## src/rtl/elevator_pkg.sv

```systemverilog
// -----------------------------------------------------------------------------
// elevator_pkg
// Shared types for the elevator dispatcher.
//   FW        : floor-number width, matches the mover's floor bus
//   floor_t   : one floor number (1-based, 0 is never a real floor)
//   state_e   : dispatcher FSM states
//   floor_of  : maps a pending/button bit index to its floor number
// -----------------------------------------------------------------------------
package elevator_pkg;

   localparam int unsigned FW = 4;

   typedef logic [FW-1:0] floor_t;

   typedef enum logic [2:0] {
      StSelect,
      StIssue,
      StMove,
      StDoor,
      StIdle
   } state_e;

   // Bit i of a request vector belongs to floor i+1.
   function automatic floor_t floor_of(input int unsigned idx);
      return floor_t'(idx + 1);
   endfunction

endpackage

```

## src/rtl/elevator_dispatch_pick.sv

```systemverilog
// -----------------------------------------------------------------------------
// elev_req_pick
// Combinational search over the pending-request vector relative to the car.
// Inputs:
//   pending     latched requests, bit i = floor i+1
//   now_floor   current floor from the mover
//   dir_up      current sweep direction
// Outputs:
//   found_above / floor_above   nearest pending floor strictly above the car
//   found_below / floor_below   nearest pending floor strictly below the car
//   hit_here                    pending bit at the car's floor is set
//   found_next / floor_next     SCAN choice: sweep direction first, then reverse
//   flip                        floor_next lies against the sweep direction
// -----------------------------------------------------------------------------
module elev_req_pick
   import elevator_pkg::*;
#(
   parameter int unsigned NUM_FLOORS = 8
) (
   input  logic [NUM_FLOORS-1:0] pending,
   input  logic [FW-1:0]         now_floor,
   input  logic                  dir_up,
   output logic                  found_above,
   output logic [FW-1:0]         floor_above,
   output logic                  found_below,
   output logic [FW-1:0]         floor_below,
   output logic                  hit_here,
   output logic                  found_next,
   output logic [FW-1:0]         floor_next,
   output logic                  flip
);

   // Directional nearest-floor search. Ascending scan: the first hit above is
   // the nearest above, the last hit below is the nearest below.
   always_comb begin
      found_above = 1'b0;
      floor_above = '0;
      found_below = 1'b0;
      floor_below = '0;
      hit_here    = 1'b0;
      for (int unsigned i = 0; i < NUM_FLOORS; i++) begin
         if (pending[i]) begin
            if (floor_of(i) > now_floor && !found_above) begin
               found_above = 1'b1;
               floor_above = floor_of(i);
            end
            if (floor_of(i) < now_floor) begin
               found_below = 1'b1;
               floor_below = floor_of(i);
            end
            if (floor_of(i) == now_floor) begin
               hit_here = 1'b1;
            end
         end
      end
   end

   // SCAN preference: keep going the way we are heading, reverse only if empty.
   always_comb begin
      found_next = 1'b0;
      floor_next = '0;
      flip       = 1'b0;
      if (dir_up) begin
         if (found_above) begin
            found_next = 1'b1;
            floor_next = floor_above;
         end else if (found_below) begin
            found_next = 1'b1;
            floor_next = floor_below;
            flip       = 1'b1;
         end
      end else begin
         if (found_below) begin
            found_next = 1'b1;
            floor_next = floor_below;
         end else if (found_above) begin
            found_next = 1'b1;
            floor_next = floor_above;
            flip       = 1'b1;
         end
      end
   end

endmodule

```

## src/rtl/elevator_dispatch.sv

```systemverilog
// -----------------------------------------------------------------------------
// elevator_dispatch
// Dispatcher and door sequencer on the command side of the floor mover.
// Latches call buttons, picks the next target with a SCAN policy, drives
// des_floor to the mover and times the door at each served floor.
// Ports:
//   clk, rst_n   clock (rising edge), asynchronous active-low reset
//   req_btn      call buttons, bit i = floor i+1, level or pulse
//   now_floor    current floor from the mover
//   arr          mover arrived flag (now_floor == des_floor, one cycle lag)
//   des_floor    registered target floor to the mover
//   door_open    registered door-open command
//   dir_up       current sweep direction, 1 = up
//   pending      registered unserved requests
//   busy         high in every state except idle
// -----------------------------------------------------------------------------
module elevator_dispatch
   import elevator_pkg::*;
#(
   parameter int unsigned NUM_FLOORS = 8,
   parameter int unsigned DOOR_TIME  = 100
) (
   input  logic                  clk,
   input  logic                  rst_n,
   input  logic [NUM_FLOORS-1:0] req_btn,
   input  logic [FW-1:0]         now_floor,
   input  logic                  arr,
   output logic [FW-1:0]         des_floor,
   output logic                  door_open,
   output logic                  dir_up,
   output logic [NUM_FLOORS-1:0] pending,
   output logic                  busy
);

   localparam int unsigned CW = (DOOR_TIME > 1) ? $clog2(DOOR_TIME) : 1;
   localparam logic [CW-1:0] CntLast = CW'(DOOR_TIME - 1);

   state_e                  state_q, state_d;
   floor_t                  des_q, des_d;
   logic                    door_q, door_d;
   logic                    dir_q, dir_d;
   logic [NUM_FLOORS-1:0]   pend_q, pend_d;
   logic [CW-1:0]           cnt_q, cnt_d;

   logic [NUM_FLOORS-1:0]   here_mask;
   logic [NUM_FLOORS-1:0]   des_mask;
   logic                    in_range;
   logic                    req_here;
   logic                    des_pending;

   logic                    found_above, found_below, hit_here, found_next, flip;
   floor_t                  floor_above, floor_below, floor_next;

   logic                    going_up;
   logic                    retarget;
   floor_t                  retarget_floor;

   elev_req_pick #(
      .NUM_FLOORS (NUM_FLOORS)
   ) u_pick (
      .pending     (pend_q),
      .now_floor   (now_floor),
      .dir_up      (dir_q),
      .found_above (found_above),
      .floor_above (floor_above),
      .found_below (found_below),
      .floor_below (floor_below),
      .hit_here    (hit_here),
      .found_next  (found_next),
      .floor_next  (floor_next),
      .flip        (flip)
   );

   // One-hot floor masks. An out-of-range now_floor yields an all-zero mask,
   // so it can never match, clear or reopen anything.
   always_comb begin
      here_mask = '0;
      des_mask  = '0;
      for (int unsigned i = 0; i < NUM_FLOORS; i++) begin
         here_mask[i] = (floor_of(i) == now_floor);
         des_mask[i]  = (floor_of(i) == des_q);
      end
   end

   assign in_range    = |here_mask;
   assign req_here    = |(req_btn & here_mask);
   assign des_pending = |(pend_q & des_mask);

   // En-route pickup: only a floor strictly between the car and the target,
   // on the side the car is travelling towards.
   always_comb begin
      going_up       = (des_q > now_floor);
      retarget       = 1'b0;
      retarget_floor = des_q;
      if (in_range) begin
         if (going_up) begin
            if (found_above && (floor_above < des_q)) begin
               retarget       = 1'b1;
               retarget_floor = floor_above;
            end
         end else begin
            if (found_below && (floor_below > des_q)) begin
               retarget       = 1'b1;
               retarget_floor = floor_below;
            end
         end
      end
   end

   // State register.
   always_ff @(posedge clk or negedge rst_n) begin
      if (!rst_n) begin
         state_q <= StSelect;
         des_q   <= floor_t'(1);
         door_q  <= 1'b0;
         dir_q   <= 1'b1;
         pend_q  <= '0;
         cnt_q   <= '0;
      end else begin
         state_q <= state_d;
         des_q   <= des_d;
         door_q  <= door_d;
         dir_q   <= dir_d;
         pend_q  <= pend_d;
         cnt_q   <= cnt_d;
      end
   end

   // Next-state logic.
   always_comb begin
      state_d = state_q;
      des_d   = des_q;
      dir_d   = dir_q;
      cnt_d   = cnt_q;
      unique case (state_q)
         StSelect: begin
            if (hit_here && arr) begin
               state_d = StDoor;
               cnt_d   = '0;
            end else if (found_next) begin
               des_d   = floor_next;
               state_d = StIssue;
               if (flip) begin
                  dir_d = ~dir_q;
               end
            end else if (hit_here) begin
               // Request at this floor but the car has not settled yet.
               des_d   = now_floor;
               state_d = StIssue;
            end else if (arr) begin
               state_d = StIdle;
            end else begin
               // Nothing pending and not at target: still homing.
               state_d = StMove;
            end
         end
         StIssue: begin
            // Mover's arr is one cycle stale here.
            state_d = StMove;
         end
         StMove: begin
            if (arr && (now_floor == des_q)) begin
               state_d = des_pending ? StDoor : StSelect;
               cnt_d   = '0;
            end else if (retarget) begin
               des_d   = retarget_floor;
               state_d = StIssue;
            end
         end
         StDoor: begin
            if (req_here) begin
               cnt_d = '0;
            end else if (cnt_q == CntLast) begin
               state_d = StSelect;
            end else begin
               cnt_d = cnt_q + CW'(1);
            end
         end
         StIdle: begin
            des_d = now_floor;
            if (|pend_q) begin
               state_d = StSelect;
            end
         end
         default: begin
            state_d = StSelect;
         end
      endcase
   end

   // Output / request-latch logic. The car's own floor bit stays clear while
   // the door is open or about to open.
   always_comb begin
      door_d = (state_d == StDoor);
      pend_d = pend_q | req_btn;
      if ((state_q == StDoor) || (state_d == StDoor)) begin
         pend_d = pend_d & ~here_mask;
      end
   end

   assign des_floor = des_q;
   assign door_open = door_q;
   assign dir_up    = dir_q;
   assign pending   = pend_q;
   assign busy      = (state_q != StIdle);

endmodule

```

## config.mk

```make
export PLATFORM = sky130hd
export DESIGN_NAME = elevator_dispatch
export DESIGN_NICKNAME = d
export VERILOG_FILES = /design/src/rtl/elevator_pkg.sv /design/src/rtl/elevator_dispatch_pick.sv /design/src/rtl/elevator_dispatch.sv
export SDC_FILE = /design/constraint.sdc
export NUM_CORES = 1
export LEC_CHECK = 0
export BUFFER_PORTS_ARGS = -buffer_cell sky130_fd_sc_hd__buf_2
export CAP_MARGIN = 20
export CORE_ASPECT_RATIO = 1.25
export CORE_MARGIN = 5
export CORE_UTILIZATION = 54
export CTS_CLUSTER_SIZE = 20
export DETAILED_ROUTE_END_ITERATION = 16
export PLACE_DENSITY = 0.86
export SYNTH_ARGS = -nofsm -noshare
export SYNTH_HDL_FRONTEND = slang
export SYNTH_SLANG_ARGS = --single-unit
```

## constraint.sdc

```tcl
create_clock -name clk -period 2.76 [get_ports clk]
set_input_delay 0.276 -clock clk [delete_from_list [all_inputs] [get_ports clk]]
set_output_delay 0.276 -clock clk [all_outputs]
set_load 0.005 [all_outputs]
```

# Yosys cells after proc, flatten, opt, wreduce, memory -nomap -nowiden
# Index checks and enable logic that the tools add are counted.
# classes
addsub	1
n_mul	0
n_div	0
magnitude_cmp	19
eq_ne	34
shift	0
muxes	124
n_bitwise	7
n_reduce_logical	29
# ops
cell	n
4-bit two-way mux	44
1-bit two-way mux	62
3-bit by 4-bit == test with 1-bit output (first input constant)	8
8-bit OR reduction	4
7-bit two-way mux	4
3-bit two-way mux	9
8-bit bitwise AND	3
7-bit one-hot mux with 3 select lines	1
2-bit by 4-bit == test with 1-bit output (first input constant)	4
3-bit by 4-bit greater-than comparator with 1-bit output (first input constant)	4
3-bit by 4-bit < comparator with 1-bit output (first input constant)	4
3-bit inequality test (second input constant)	5
3-bit one-hot mux with 5 select lines	1
2-bit inequality test (second input constant)	6
4-bit one-hot mux with 3 select lines	1
1-bit logical AND	11
3-bit by 2-bit == test with 1-bit output (second input constant)	3
1-bit by 4-bit == test with 1-bit output (first input constant)	2
4-bit == test (first input constant)	2
2-bit by 4-bit greater-than comparator with 1-bit output (first input constant)	2
4-bit greater-than comparator	2
2-bit by 4-bit < comparator with 1-bit output (first input constant)	2
8-bit two-way mux	1
8-bit NOT	1
other kinds (19)	28
# word_totals
ff_bits	24
latchBits	0
ramBits	0
romBits	0
input_bits	15
elab_cells	220
n_memories	0

# Logic depth before layout (Yosys ltp)
# Gate-level depths: netlist of run 1.
# depth
word_depth	42
ltp_mapped	17

# Modules after synthesis
# Synthesis of run 1 repeated with hierarchy kept, for this count alone.
# unflattened
hier_cells	310
hier_area_um2	2541.2
# modules_own_cells
module	instances	cells_per_inst	area_each_um2	seq_area_each_um2
elevator_dispatch	1	205	1898.1	603.1
elev_req_pick	1	105	643.1	0.0

# Least setup slack after synthesis of run 1
# OpenSTA, ideal clock, no wires.
# synth_path
path_kind	reg-to-reg
start	register pend_q[3] (netlist: pending[3])
end	register des_q[1] (netlist: des_floor[1])
setup_time_ps	125
t_arrival_ps	2895
t_required_ps	2635
slack_ps	-260
path_stages_with_launch	15
n_path_buf	1
path_cell_list	dfrtp_1 -> clkbuf_1 -> nor2_1 -> nor3_1 -> nor2_1 -> o21a_1 -> ha_1 -> nor2b_1 -> o21a_1 -> o21ai_0 -> a2111o_1 -> nor2_1 -> nor2_2 -> o32a_2 -> mux2_4
# synth_via
elab_chain_len	24
word_cells_on_any_way	87
# synth_rtl
element	line_no	text
start, declared	elevator_dispatch.sv:42	logic [NUM_FLOORS-1:0] pend_q, pend_d;
start signal, assigned	elevator_dispatch.sv:124	pend_q <= pend_d;
1-bit two-way mux	elevator_dispatch_pick.sv:42	if (pending[i]) begin
1-bit zero test	elevator_dispatch_pick.sv:43	if (floor_of(i) > now_floor && !found_above) begin
1-bit logical AND	elevator_dispatch_pick.sv:43	
1-bit two-way mux	elevator_dispatch_pick.sv:43	
1-bit two-way mux	elevator_dispatch_pick.sv:42	
1-bit zero test	elevator_dispatch_pick.sv:43	
1-bit logical AND	elevator_dispatch_pick.sv:43	
1-bit two-way mux	elevator_dispatch_pick.sv:43	
(+8 left out)	n/a	
4-bit two-way mux	elevator_dispatch_pick.sv:42	
4-bit < comparator	elevator_dispatch.sv:97	if (found_above && (floor_above < des_q)) begin
1-bit logical AND	elevator_dispatch.sv:97	
1-bit two-way mux	elevator_dispatch.sv:97	
1-bit two-way mux	elevator_dispatch.sv:96	if (going_up) begin
1-bit two-way mux	elevator_dispatch.sv:95	if (in_range) begin
2-bit inequality test (no source line)	n/a	
8-bit AND reduction (no source line)	n/a	
end signal, assigned	elevator_dispatch.sv:114	des_q <= floor_t'(1);
end signal, assigned	elevator_dispatch.sv:121	des_q <= des_d;
end, declared	elevator_dispatch.sv:39	floor_t des_q, des_d;
# Parallel ways exist; a longest one is shown, timed or not. The select of a mux whose other input is x is not followed.
# A chain may end at the register's enable or synchronous reset.

# Worst setup path in the final report of run 1
# layout_path
start	register pend_q[4] (netlist: pending[4])
end	register des_q[2] (netlist: des_floor[2])
# layout_via
elab_chain_len	20
word_cells_on_any_way	75
# layout_rtl
element	line_no
1-bit two-way mux	elevator_dispatch_pick.sv:42
1-bit zero test	elevator_dispatch_pick.sv:43
1-bit logical AND	elevator_dispatch_pick.sv:43
1-bit two-way mux	elevator_dispatch_pick.sv:43
1-bit two-way mux	elevator_dispatch_pick.sv:42
1-bit zero test	elevator_dispatch_pick.sv:43
1-bit logical AND	elevator_dispatch_pick.sv:43
1-bit two-way mux	elevator_dispatch_pick.sv:43
(+4 left out)	n/a
4-bit two-way mux	elevator_dispatch_pick.sv:42
4-bit < comparator	elevator_dispatch.sv:97
1-bit logical AND	elevator_dispatch.sv:97
1-bit two-way mux	elevator_dispatch.sv:97
1-bit two-way mux	elevator_dispatch.sv:96
1-bit two-way mux	elevator_dispatch.sv:95
2-bit inequality test (no source line)	n/a
8-bit AND reduction (no source line)	n/a
# Parallel ways exist; a longest one is shown, timed or not. The select of a mux whose other input is x is not followed.

==> impl_metrics.env, run 1 <==
export IMPL_period_minus_slack_ns=2.91
export IMPL_ios=30
export IMPL_routedWlPerCell_um=19.3
export IMPL_wl_um=8940
export IMPL_initial_utilization_pct=54.5
export IMPL_grt_max_degree=25
export IMPL_syn_inst=316
export IMPL_die_area_mm2=0.00618
export IMPL_skew_ns=0.00178
export IMPL_cts_htree_levels=1
export IMPL_drt_pre_antenna_iters=5
export IMPL_num_fill_cells=318
export IMPL_yosysMostFrequentCell="nand2_1"
export IMPL_p_seq_share_pct=22.3
export IMPL_slew_headroom_pct=57.7
export IMPL_fin_ws_ns=-0.148
export IMPL_hold_path_class="in2reg"
export IMPL_p_total_mw=2.67
export IMPL_clkTransAtPathRegs_ns=0.09
export IMPL_antenna_found_initial=0
export IMPL_p_comb_share_pct=68.3
export IMPL_clkLatencyLatePin_ns=0.27
export IMPL_final_cells=463
export IMPL_post_route_drc_count=0
export IMPL_min_period_over_period_pct=105
export IMPL_start_kind="register"
export IMPL_violations="negative setup slack"
export IMPL_cp_top_family="compound AO/OA/AOI/OAI gates"
export IMPL_synth_edf_count=0
export IMPL_synth_nets=343
export IMPL_chipWidth_um=71.3
export IMPL_place_inst=448
export IMPL_netlist_top_cells_area="dfrtp_1 (22%), ha_1 (5.9%), o21ai_0 (4.3%), nand2_1 (4.3%), nor2_1 (3.5%)"
export IMPL_swShare_pct=45.7
export IMPL_syn_area_mm2=0.00254
export IMPL_critical_path_buf_inv_count=0
export IMPL_async_flop_share_pct=100
export IMPL_clock_sinks=24
export IMPL_die_h_um=86.7
export IMPL_synthTopCellsByCount="nand2_1 (29), nor2_1 (24), dfrtp_1 (22), o21ai_0 (22), a21oi_1 (15)"
export IMPL_crit_slowest_cell="dfrtp_2"
export IMPL_switching_power_mw=1.22
export IMPL_synth_top_area_share_pct=21.7
export IMPL_core_area_mm2=0.00466
export IMPL_p_leak_nw=1.47
export IMPL_critPathArrivalTime_ns=3.07
export IMPL_fmax_mhz=344
export IMPL_max_stage_delay_ns=0.42
export IMPL_irDropWorstVdd_mv=0.597
export IMPL_hold_violations=0
export IMPL_powerDensity_mw_per_mm2=766
export IMPL_gp_congestion=0.961
export IMPL_synth_largest_area_cell="dfrtp_1"
export IMPL_fin_nets=431
export IMPL_root_buffer="clkbuf_8"
export IMPL_required_ns=2.92
export IMPL_grtUsageTotal_pct=27.4
export IMPL_path_class="reg2reg"
export IMPL_seq_area_um2=607
export IMPL_ys_flop_type="dfrtp_1"
export IMPL_cts_buffer_depth=2
export IMPL_path_cells="or3b_1, a21oi_2, and2b_2, o21a_1, ha_4, a2111oi_4, o2111a_2, nor2_4, o32a_4, mux2_4"
export IMPL_dp_slack_ns=-0.299
export IMPL_cp_end_kind="register"
export IMPL_hpwl_um=6330
export IMPL_multi_input_area_mm2=0.00195
export IMPL_slew_violations=0
export IMPL_numPortBuffers=29
export IMPL_internal_power_mw=1.45
export IMPL_core_rowCount=28
export IMPL_globalRoute_totalOverflow=0
export IMPL_maxCapViolations=0
export IMPL_syn_avg_cell_area_um2=8.04
export IMPL_cp_max_fo=4
export IMPL_ys_warn_count=0
export IMPL_worst_pin_slew_ns=0.632
export IMPL_area_growth_pct=37.0
export IMPL_finalSetupViolCount=12
export IMPL_ant_nets=0
export IMPL_grt_first_pass_wirelength_um=13600
export IMPL_grt_pass1_vias=2995
export IMPL_clkPwrFrac_pct=9.3
export IMPL_ys_seq_area_share_pct=23.7
export IMPL_ys_types=77
export IMPL_outcome="complete, but fails checks"
export IMPL_cts_buffers=3
export IMPL_drive_gt1_share_pct=40.0
export IMPL_drt_iter0_drc=377
export IMPL_cts_tree="built"
export IMPL_rsz0062_at_grt="true"
export IMPL_num_vias=3070
export IMPL_ys_ff_latch=24
export IMPL_setup_tns_ns=-1.08
export IMPL_viasPerCell=6.63
export IMPL_antennaDiodeCount=0
-- worst paths after layout --
path                                end  cells past startpoint  startpoint  slack [ns]
max reg2reg                des_floor[2]                     10  pending[4]       -0.15
min in group asynchronous    pending[2]                      2       rst_n        0.51
min reg2reg                    cnt_q[6]                      1    cnt_q[6]        0.50
max                        des_floor[2]                     10  pending[4]       -0.15
max in group asynchronous    pending[3]                      2       rst_n        1.87
min                          state_q[2]                      3         arr        0.29
-- metal layers --
metal	GRT usage [%]	vias to the layer above	routed length, um
met5	0	-	0
met4	15.7	0	523
met3	4.29	55	677
met2	49.5	206	4450
met1	29.9	1444	3290
li1	-	1365	-
-- flip-flops by register name (all words and copies together), names as in the netlist --
signal,cells
state_q,3
cnt_q,7
door_open,1
pending,8
dir_up,1
des_floor,4
-- what timing repair did --
action / in CTS / in global routing
hold buffers: 1 / 0
hold endpoints to repair: 22 / 0
endpoints found under the setup margin: 14 / 15
buffers inserted: 11 / 1
gates resized for setup: 13 / 14
pin swaps: 17 / 18
-- cell type report --
type,count,share of cell area [%]
clock buffers,4,1.58
inverters,14,1.58
multi-input cells,257,56.0
flip-flops and latches,24,17.4
well taps,60,2.16
repair buffers,104,21.2
-- cells in the final DEF, fill, tap and decap left out, drive strengths merged, types with 4 or more instances in the layout --
master / count
mux2: 6
clkbuf: 4
o21ai: 23
nand2: 29
mux2i: 7
nor3: 10
inv: 14
dfrtp: 22
nand3: 12
o31ai: 5
buf: 103
nor2: 25
ha: 12
and3: 4
o22ai: 12
nand2b: 4
nor2b: 12
a21oi: 17
a31oi: 5
o21a: 8
-- worst reg2reg max path, delay by kind of cell, from the launching register on --
family                   cells  cell delay, ns
flip-flops                   1            0.42
adder cells (fa/ha/maj)      1            0.19
AND/OR/NAND/NOR              3            0.68
multiplexers                 1            0.31
AO/OA/AOI/OAI                5            1.20
-- per-stage QoR --
stage               hold slack, ns  util, %  cell area [um2]
finish                       0.286     74.7             3480
global route                 0.313     74.7             3480
CTS                          0.283     72.8             3390
detailed placement           0.282     69.4             3240
global placement             0.284     69.4             3240
floorplan                  -0.0196        -             2660
-- kinds of logic after synthesis --
group                      after synthesis  synth area share, %
AOI/OAI and AO/OA                      108                 30.1
xor gates and xnor gates                 1                0.345
adders and majority gates               12                 5.91
buffers and inverters                   35                 7.04
DFF                                     24                 23.7
muxes                                   15                 7.64
and+or+nand+nor                        121                 25.2
-- power groups by stage --
stage | Clock [mW] | Sequential [mW] | Combinational (mW)
6_report | 0.249 | 0.595 | 1.82
5_1_grt | 0.255 | 0.601 | 1.96
4_1_cts | 0.245 | 0.578 | 1.67
3_5_place_dp | 0 | 0.584 | 1.62
3_3_place_gp | 0 | 0.579 | 1.56
2_1_floorplan | 0 | 0.529 | 1.09
Power figures use the tool's default switching activity.
==> run 2: changes to the inputs <==
--- a/config.mk
+++ b/config.mk
@@ -5,14 +5,14 @@
 export SDC_FILE = /design/constraint.sdc
 export NUM_CORES = 1
 export LEC_CHECK = 0
+export ABC_AREA = 1
 export BUFFER_PORTS_ARGS = -buffer_cell sky130_fd_sc_hd__buf_2
-export CAP_MARGIN = 20
 export CORE_ASPECT_RATIO = 1.25
 export CORE_MARGIN = 5
-export CORE_UTILIZATION = 54
+export CORE_UTILIZATION = 53
 export CTS_CLUSTER_SIZE = 20
 export DETAILED_ROUTE_END_ITERATION = 16
-export PLACE_DENSITY = 0.86
+export PLACE_DENSITY = 0.85
 export SYNTH_ARGS = -nofsm -noshare
 export SYNTH_HDL_FRONTEND = slang
 export SYNTH_SLANG_ARGS = --single-unit
==> run 2 against run 1 <==
  * The flow now finishes without violations
  * Largest power group unchanged
  * Register-to-register slack better by 0.23 ns
  * Sequential power rose by 11%
  * Maximum frequency grew 8.8%
  * Worst setup slack gained 0.23 ns
  * Synthesized area decreased by 3.0%
  * Critical path type unchanged
==> impl_metrics.env, run 2 <==
export IMPL_outcome="finished, final reports clean"
export IMPL_utilization_pct=72.0
export IMPL_wl_um=7520
export IMPL_path_cells="buf_4, nand3_2, nand3_2, buf_4, nor3_4, nand2_1, nor2_2, ha_1, a21oi_1, nand2_1, inv_1, nand2_1, nand2_2, nand2_2, nand2_2, nand2_2, nand2_4, nand2_8, nand2_8, nand2_2, nand2_1"
export IMPL_p_comb_share_pct=71.9
export IMPL_die_area_mm2=0.00612
export IMPL_maxCapViolations=0
export IMPL_yosysMostFrequentCell="nand2_1"
export IMPL_min_period_over_period_pct=96.9
export IMPL_initial_utilization_pct=55.2
export IMPL_drive_gt1_share_pct=31.4
export IMPL_cts_buffer_depth=2
export IMPL_slew_headroom_pct=50.9
export IMPL_final_area_mm2=0.00321
export IMPL_start_kind="register"
export IMPL_hold_violations=0
export IMPL_fin_ws_ns=0.0868
export IMPL_final_common_cell="nand2_1"
export IMPL_hpwl_um=5990
export IMPL_placed_area_mm2=0.00304
export IMPL_max_stage_delay_ns=0.41
export IMPL_num_vias=2832
export IMPL_clkLatencyLatePin_ns=0.27
export IMPL_cp_end_kind="register"
export IMPL_routedWlPerCell_um=14.5
export IMPL_clkTransAtPathRegs_ns=0.09
export IMPL_chipWidth_um=71.0
export IMPL_async_flop_share_pct=100
export IMPL_grt_pass1_vias=2718
export IMPL_fin_nets=490
export IMPL_swShare_pct=50.7
export IMPL_worst_pin_slew_ns=0.732
export IMPL_die_h_um=86.2
export IMPL_cts_buffers=3
export IMPL_drt_pre_antenna_iters=5
export IMPL_p_total_mw=3.45
export IMPL_switching_power_mw=1.75
export IMPL_core_area_mm2=0.00446
export IMPL_crit_slowest_cell="dfrtp_1"
export IMPL_syn_area_mm2=0.00246
export IMPL_finalSetupViolCount=0
export IMPL_period_minus_slack_ns=2.67
export IMPL_ys_warn_count=0
export IMPL_p_seq_share_pct=19.1
export IMPL_synth_largest_area_cell="dfrtp_1"
export IMPL_ios=30
export IMPL_powerDensity_mw_per_mm2=1070
export IMPL_slew_violations=0
export IMPL_root_buffer="clkbuf_8"
export IMPL_viasPerCell=5.45
export IMPL_cts_htree_levels=1
export IMPL_syn_inst=377
export IMPL_fmax_mhz=374
export IMPL_antennaDiodeCount=0
export IMPL_skew_ns=0.00302
export IMPL_dp_slack_ns=-0.158
export IMPL_globalRoute_totalOverflow=0
export IMPL_drt_iter0_drc=251
export IMPL_ys_seq_area_share_pct=24.5
export IMPL_irDropWorstVdd_mv=0.745
export IMPL_final_cell_mix="nand2_1 (66), inv_1 (61), buf_4 (50)"
export IMPL_ys_ff_latch=24
export IMPL_netlist_top_cells_area="dfrtp_1 (22%), nand2_1 (11%), inv_1 (9.8%), o21ai_0 (6.7%), nand3_1 (6.3%)"
export IMPL_clock_sinks=24
export IMPL_critPathArrivalTime_ns=2.88
export IMPL_p_leak_nw=1.69
export IMPL_rsz0062_at_grt="true"
export IMPL_ys_flop_type="dfrtp_1"
export IMPL_internal_power_mw=1.70
export IMPL_required_ns=2.97
export IMPL_area_growth_pct=30.4
export IMPL_grtUsageTotal_pct=24.6
export IMPL_whs_ns=0.344
export IMPL_crit_top_cell="nand2_2"
export IMPL_num_fill_cells=384
export IMPL_synthTopCellsByCount="nand2_1 (71), inv_1 (64), nor2_1 (37)"
export IMPL_synth_edf_count=0
export IMPL_grt_first_pass_wirelength_um=12200
export IMPL_post_route_drc_count=0
export IMPL_cts_tree="built"
export IMPL_critical_path_buf_inv_count=3
export IMPL_numPortBuffers=29
export IMPL_ys_types=38
export IMPL_hold_path_class="in2reg"
export IMPL_core_rowCount=27
export IMPL_synth_top_area_share_pct=22.3
export IMPL_synth_nets=404
export IMPL_cp_max_fo=8
export IMPL_ant_nets=0
export IMPL_antenna_found_initial=0
export IMPL_cp_top_family="simple AND/OR/NAND/NOR gates"
export IMPL_largest_reg_flops=8
export IMPL_gp_congestion=0.991
export IMPL_syn_avg_cell_area_um2=6.53
export IMPL_clkPwrFrac_pct=9.0
export IMPL_grt_max_degree=25
export IMPL_path_class="reg2reg"
-- run 2: power by group through the flow --
stage	clock network, mW	logic [mW]	registers (mW)
4_1_cts	0.315	2.25	0.648
6_report	0.309	2.48	0.659
2_1_floorplan	0	1.49	0.628
5_1_grt	0.337	2.74	0.672
3_3_place_gp	0	2.17	0.651
3_5_place_dp	0	2.23	0.656
-- run 2: final timing paths --
| path | slack (ns) | endpoint | cells after the start | start |
|---|---|---|---|---|
| setup / recovery | 0.09 | pending[6] | 21 | pending[2] |
| min in group asynchronous | 0.52 | door_open | 2 | rst_n |
| max in group asynchronous | 1.84 | pending[1] | 2 | rst_n |
| setup reg to reg | 0.09 | pending[6] | 21 | pending[2] |
| hold reg to reg | 0.55 | des_floor[0] | 2 | des_floor[0] |
| hold / removal | 0.34 | state_q[2] | 3 | arr |
-- run 2: cell type report --
type	count	area, um2	area share, %
Clock buffer	3	41.3	1.29
Clock inverter	1	30.0	0.935
Inverter	70	268	8.34
Multi-Input combinational cell	282	1630	50.9
Sequential cell	24	604	18.8
Tap cell	58	72.6	2.26
Timing Repair Buffer	82	562	17.5
-- run 2: layer usage --
layer	vias to the layer above	part of all wire, %	GRT usage [%]
li1	1413	-	-
met1	1286	40	28.4
met2	110	51	45.1
met3	23	5.1	3.02
met4	0	3.3	10.6
met5	-	0	0
-- run 2: logic make-up (layout without fill, tap and decap cells) --
| group | after synthesis | count (layout) | share of synthesized area [%] |
|---|---|---|---|
| xor+xnor | 1 | 1 | 0.356 |
| flops | 24 | 24 | 24.5 |
| simple gates | 182 | 183 | 36.9 |
| buf+inv | 72 | 156 | 11.8 |
| compound gates | 86 | 86 | 20.4 |
| fa+ha+maj | 12 | 12 | 6.09 |
-- run 2: stage by stage --
step | cells | TNS, ns
floorplan | 377 | 0
global placement | 511 | -0.354
detailed placement | 511 | -1.49
CTS | 516 | 0
global route | 520 | -1.14
finish | 520 | 0
-- run 2: repair_timing --
item | CTS | global route
buffers inserted | 0 | 3
setup endpoints to repair | 0 | 14
hold buffers | 1 | 0
resized for setup | 0 | 28
endpoints found under the hold margin | 22 | 0
-- run 2: worst reg2reg max path, cell delays in order, from the launching register on --
cell and delay (ns):
dfrtp_1 0.41, buf_4 0.15, nand3_2 0.08, nand3_2 0.10
buf_4 0.15, nor3_4 0.17, nand2_1 0.11, nor2_2 0.12
ha_1 0.25, a21oi_1 0.14, nand2_1 0.06, inv_1 0.04
nand2_1 0.06, nand2_2 0.10, nand2_2 0.10, nand2_2 0.08
nand2_2 0.06, nand2_4 0.12, nand2_8 0.08, nand2_8 0.10
nand2_2 0.06, nand2_1 0.06
==> run 3: changes to the inputs <==
--- a/config.mk
+++ b/config.mk
@@ -9,10 +9,11 @@
 export BUFFER_PORTS_ARGS = -buffer_cell sky130_fd_sc_hd__buf_2
 export CORE_ASPECT_RATIO = 1.25
 export CORE_MARGIN = 5
-export CORE_UTILIZATION = 53
+export CORE_UTILIZATION = 50
 export CTS_CLUSTER_SIZE = 20
 export DETAILED_ROUTE_END_ITERATION = 16
-export PLACE_DENSITY = 0.85
+export PLACE_DENSITY = 0.81
+export SKIP_LAST_GASP = 1
 export SYNTH_ARGS = -nofsm -noshare
 export SYNTH_HDL_FRONTEND = slang
 export SYNTH_SLANG_ARGS = --single-unit
==> run 3 against run 2 <==
  * Final cell count grew 1.5%
  * The run now ends with negative setup slack left
  * Sequential cell count did not move
  * Die area rose by 5.2%
  * Utilization is 3.0 points lower
  * First-iteration DRC count up 11%
  * Total power is 2.1% higher
  * Clock power shrank 32%
  * Non-clock buffer count rose by 6
==> impl_metrics.env, run 3 (synthesis results as in run 2) <==
export IMPL_outcome="complete, but fails checks"
export IMPL_violations="negative setup slack"
export IMPL_fin_ws_ns=-0.0114
export IMPL_viasPerCell=5.49
export IMPL_drt_iter0_drc=278
export IMPL_crit_top_cell="nand2_2"
export IMPL_max_stage_delay_ns=0.46
export IMPL_setup_tns_ns=-0.0429
export IMPL_drt_pre_antenna_iters=4
export IMPL_num_vias=2901
export IMPL_die_area_mm2=0.00644
export IMPL_skew_ns=0.00532
export IMPL_cts_htree_levels=1
export IMPL_grt_max_degree=25
export IMPL_path_class="reg2reg"
export IMPL_clkLatencyLatePin_ns=0.27
export IMPL_initial_utilization_pct=51.7
export IMPL_antennaDiodeCount=0
export IMPL_hpwl_um=5970
export IMPL_drive_gt1_share_pct=35.7
export IMPL_core_area_mm2=0.00476
export IMPL_final_cell_mix="inv_1 (60), nand2_1 (60), buf_4 (56)"
export IMPL_cp_max_fo=8
export IMPL_cts_buffer_depth=2
export IMPL_wl_um=7750
export IMPL_grt_first_pass_wirelength_um=11900
export IMPL_cts_tree="built"
export IMPL_cp_end_kind="register"
export IMPL_p_leak_nw=1.71
export IMPL_post_route_drc_count=0
export IMPL_fmax_mhz=361
export IMPL_antenna_found_initial=0
export IMPL_gp_congestion=0.954
export IMPL_globalRoute_totalOverflow=0
export IMPL_area_growth_pct=33.5
export IMPL_rsz0062_at_grt="true"
export IMPL_whs_ns=0.354
export IMPL_path_cells="inv_2, o22ai_2, o21bai_1, nand2_1, inv_1, ha_1, inv_1, nor2_2, o21ai_1, a32oi_1, nand2_1, a21oi_2, nand2_2, nand2_1, nand2_2, nand2_4, nand2_8, nand2_8, nand2_2, nand2_2"
export IMPL_min_period_over_period_pct=100
export IMPL_critPathArrivalTime_ns=2.98
export IMPL_core_rowCount=28
export IMPL_worst_pin_slew_ns=0.642
export IMPL_chipWidth_um=72.8
export IMPL_routedWlPerCell_um=14.7
export IMPL_maxCapViolations=0
export IMPL_powerDensity_mw_per_mm2=1070
export IMPL_fin_nets=496
export IMPL_slew_violations=0
export IMPL_ant_nets=0
export IMPL_ios=30
export IMPL_numPortBuffers=29
export IMPL_hold_violations=0
export IMPL_required_ns=2.97
export IMPL_p_total_mw=3.52
export IMPL_start_kind="register"
export IMPL_cts_buffers=3
export IMPL_grtUsageTotal_pct=23.2
export IMPL_utilization_pct=69.0
export IMPL_irDropWorstVdd_mv=0.622
export IMPL_critical_path_buf_inv_count=3
export IMPL_clkTransAtPathRegs_ns=0.08
export IMPL_grt_pass1_vias=2721
export IMPL_finalSetupViolCount=6
export IMPL_slew_headroom_pct=56.9
export IMPL_clock_sinks=24
export IMPL_crit_slowest_cell="dfrtp_2"
export IMPL_largest_reg_flops=8
export IMPL_root_buffer="clkbuf_8"
export IMPL_period_minus_slack_ns=2.77
export IMPL_cp_top_family="simple AND/OR/NAND/NOR gates"
export IMPL_die_h_um=88.5
export IMPL_hold_path_class="in2reg"
[run 3: changes by cell type in the layout (fill, tap and decap cells not counted), sizes merged]
cell	change
bufinv	-1
clkbuf	+1
buf	+6
[run 3: what timing repair did]
item	CTS	global route
hold buffers	1	0
resized for setup	1	45
hold endpoints to repair	22	0
setup endpoints to repair	1	13
setup buffers	0	11
cloned	0	1
pin swaps	0	20
[run 3: final timing paths]
| kind | startpoint | to | slack [ns] | cells past startpoint |
|---|---|---|---|---|
| worst max-delay path | pending[5] | pending[5] | -0.01 | 20 |
| worst min-delay path | req_btn[0] | pending[0] | 0.35 | 5 |
| worst max register to register | pending[5] | pending[5] | -0.01 | 20 |
| worst min register to register | des_floor[0] | des_floor[0] | 0.55 | 2 |
| max in group asynchronous | rst_n | pending[1] | 1.86 | 2 |
| min in group asynchronous | rst_n | door_open | 0.51 | 2 |
[run 3: per-layer routing]
layer,wire length (um),global-route usage (%),part of all wire [%]
met5,0,0,0
met4,354,9.40,4.6
met3,366,1.25,4.7
met2,4000,42.9,52
met1,3030,27.9,39
[run 3: where the power goes]
| group | internal (mW) | leakage, nW | switching, mW | total (mW) |
|---|---|---|---|---|
| Clock | 0.103 | 0.0228 | 0.108 | 0.211 |
| Sequential | 0.501 | 0.289 | 0.152 | 0.653 |
| Combinational | 1.09 | 1.40 | 1.56 | 2.65 |
| Total | 1.70 | 1.71 | 1.82 | 3.52 |
[run 3: layout make-up]
type | instances | area (um2)
timing repair buffer | 88 | 607
clock buffer | 4 | 45.0
multi-input combinational | 282 | 1690
inverter | 70 | 268
fill | 388 | 1480
tap | 60 | 75.1
sequential | 24 | 607
[run 3: metrics by stage]
step                cell area [um2]  worst slack (ns)  cells
floorplan                      2460            0.0954    377
global placement               3030           -0.0582    511
detailed placement             3030            -0.174    511
CTS                            3080            0.0146    516
global route                   3290            -0.162    528
finish                         3290           -0.0114    528
[run 3: worst register-to-register path: cells and delay by family (launching register included)]
kind	cells	cell delay (ns)
buffers and inverters	3	0.19
AOI/OAI and AO/OA	5	0.75
and+or+nand+nor	11	1.02
DFF	1	0.46
adders and majority gates	1	0.28
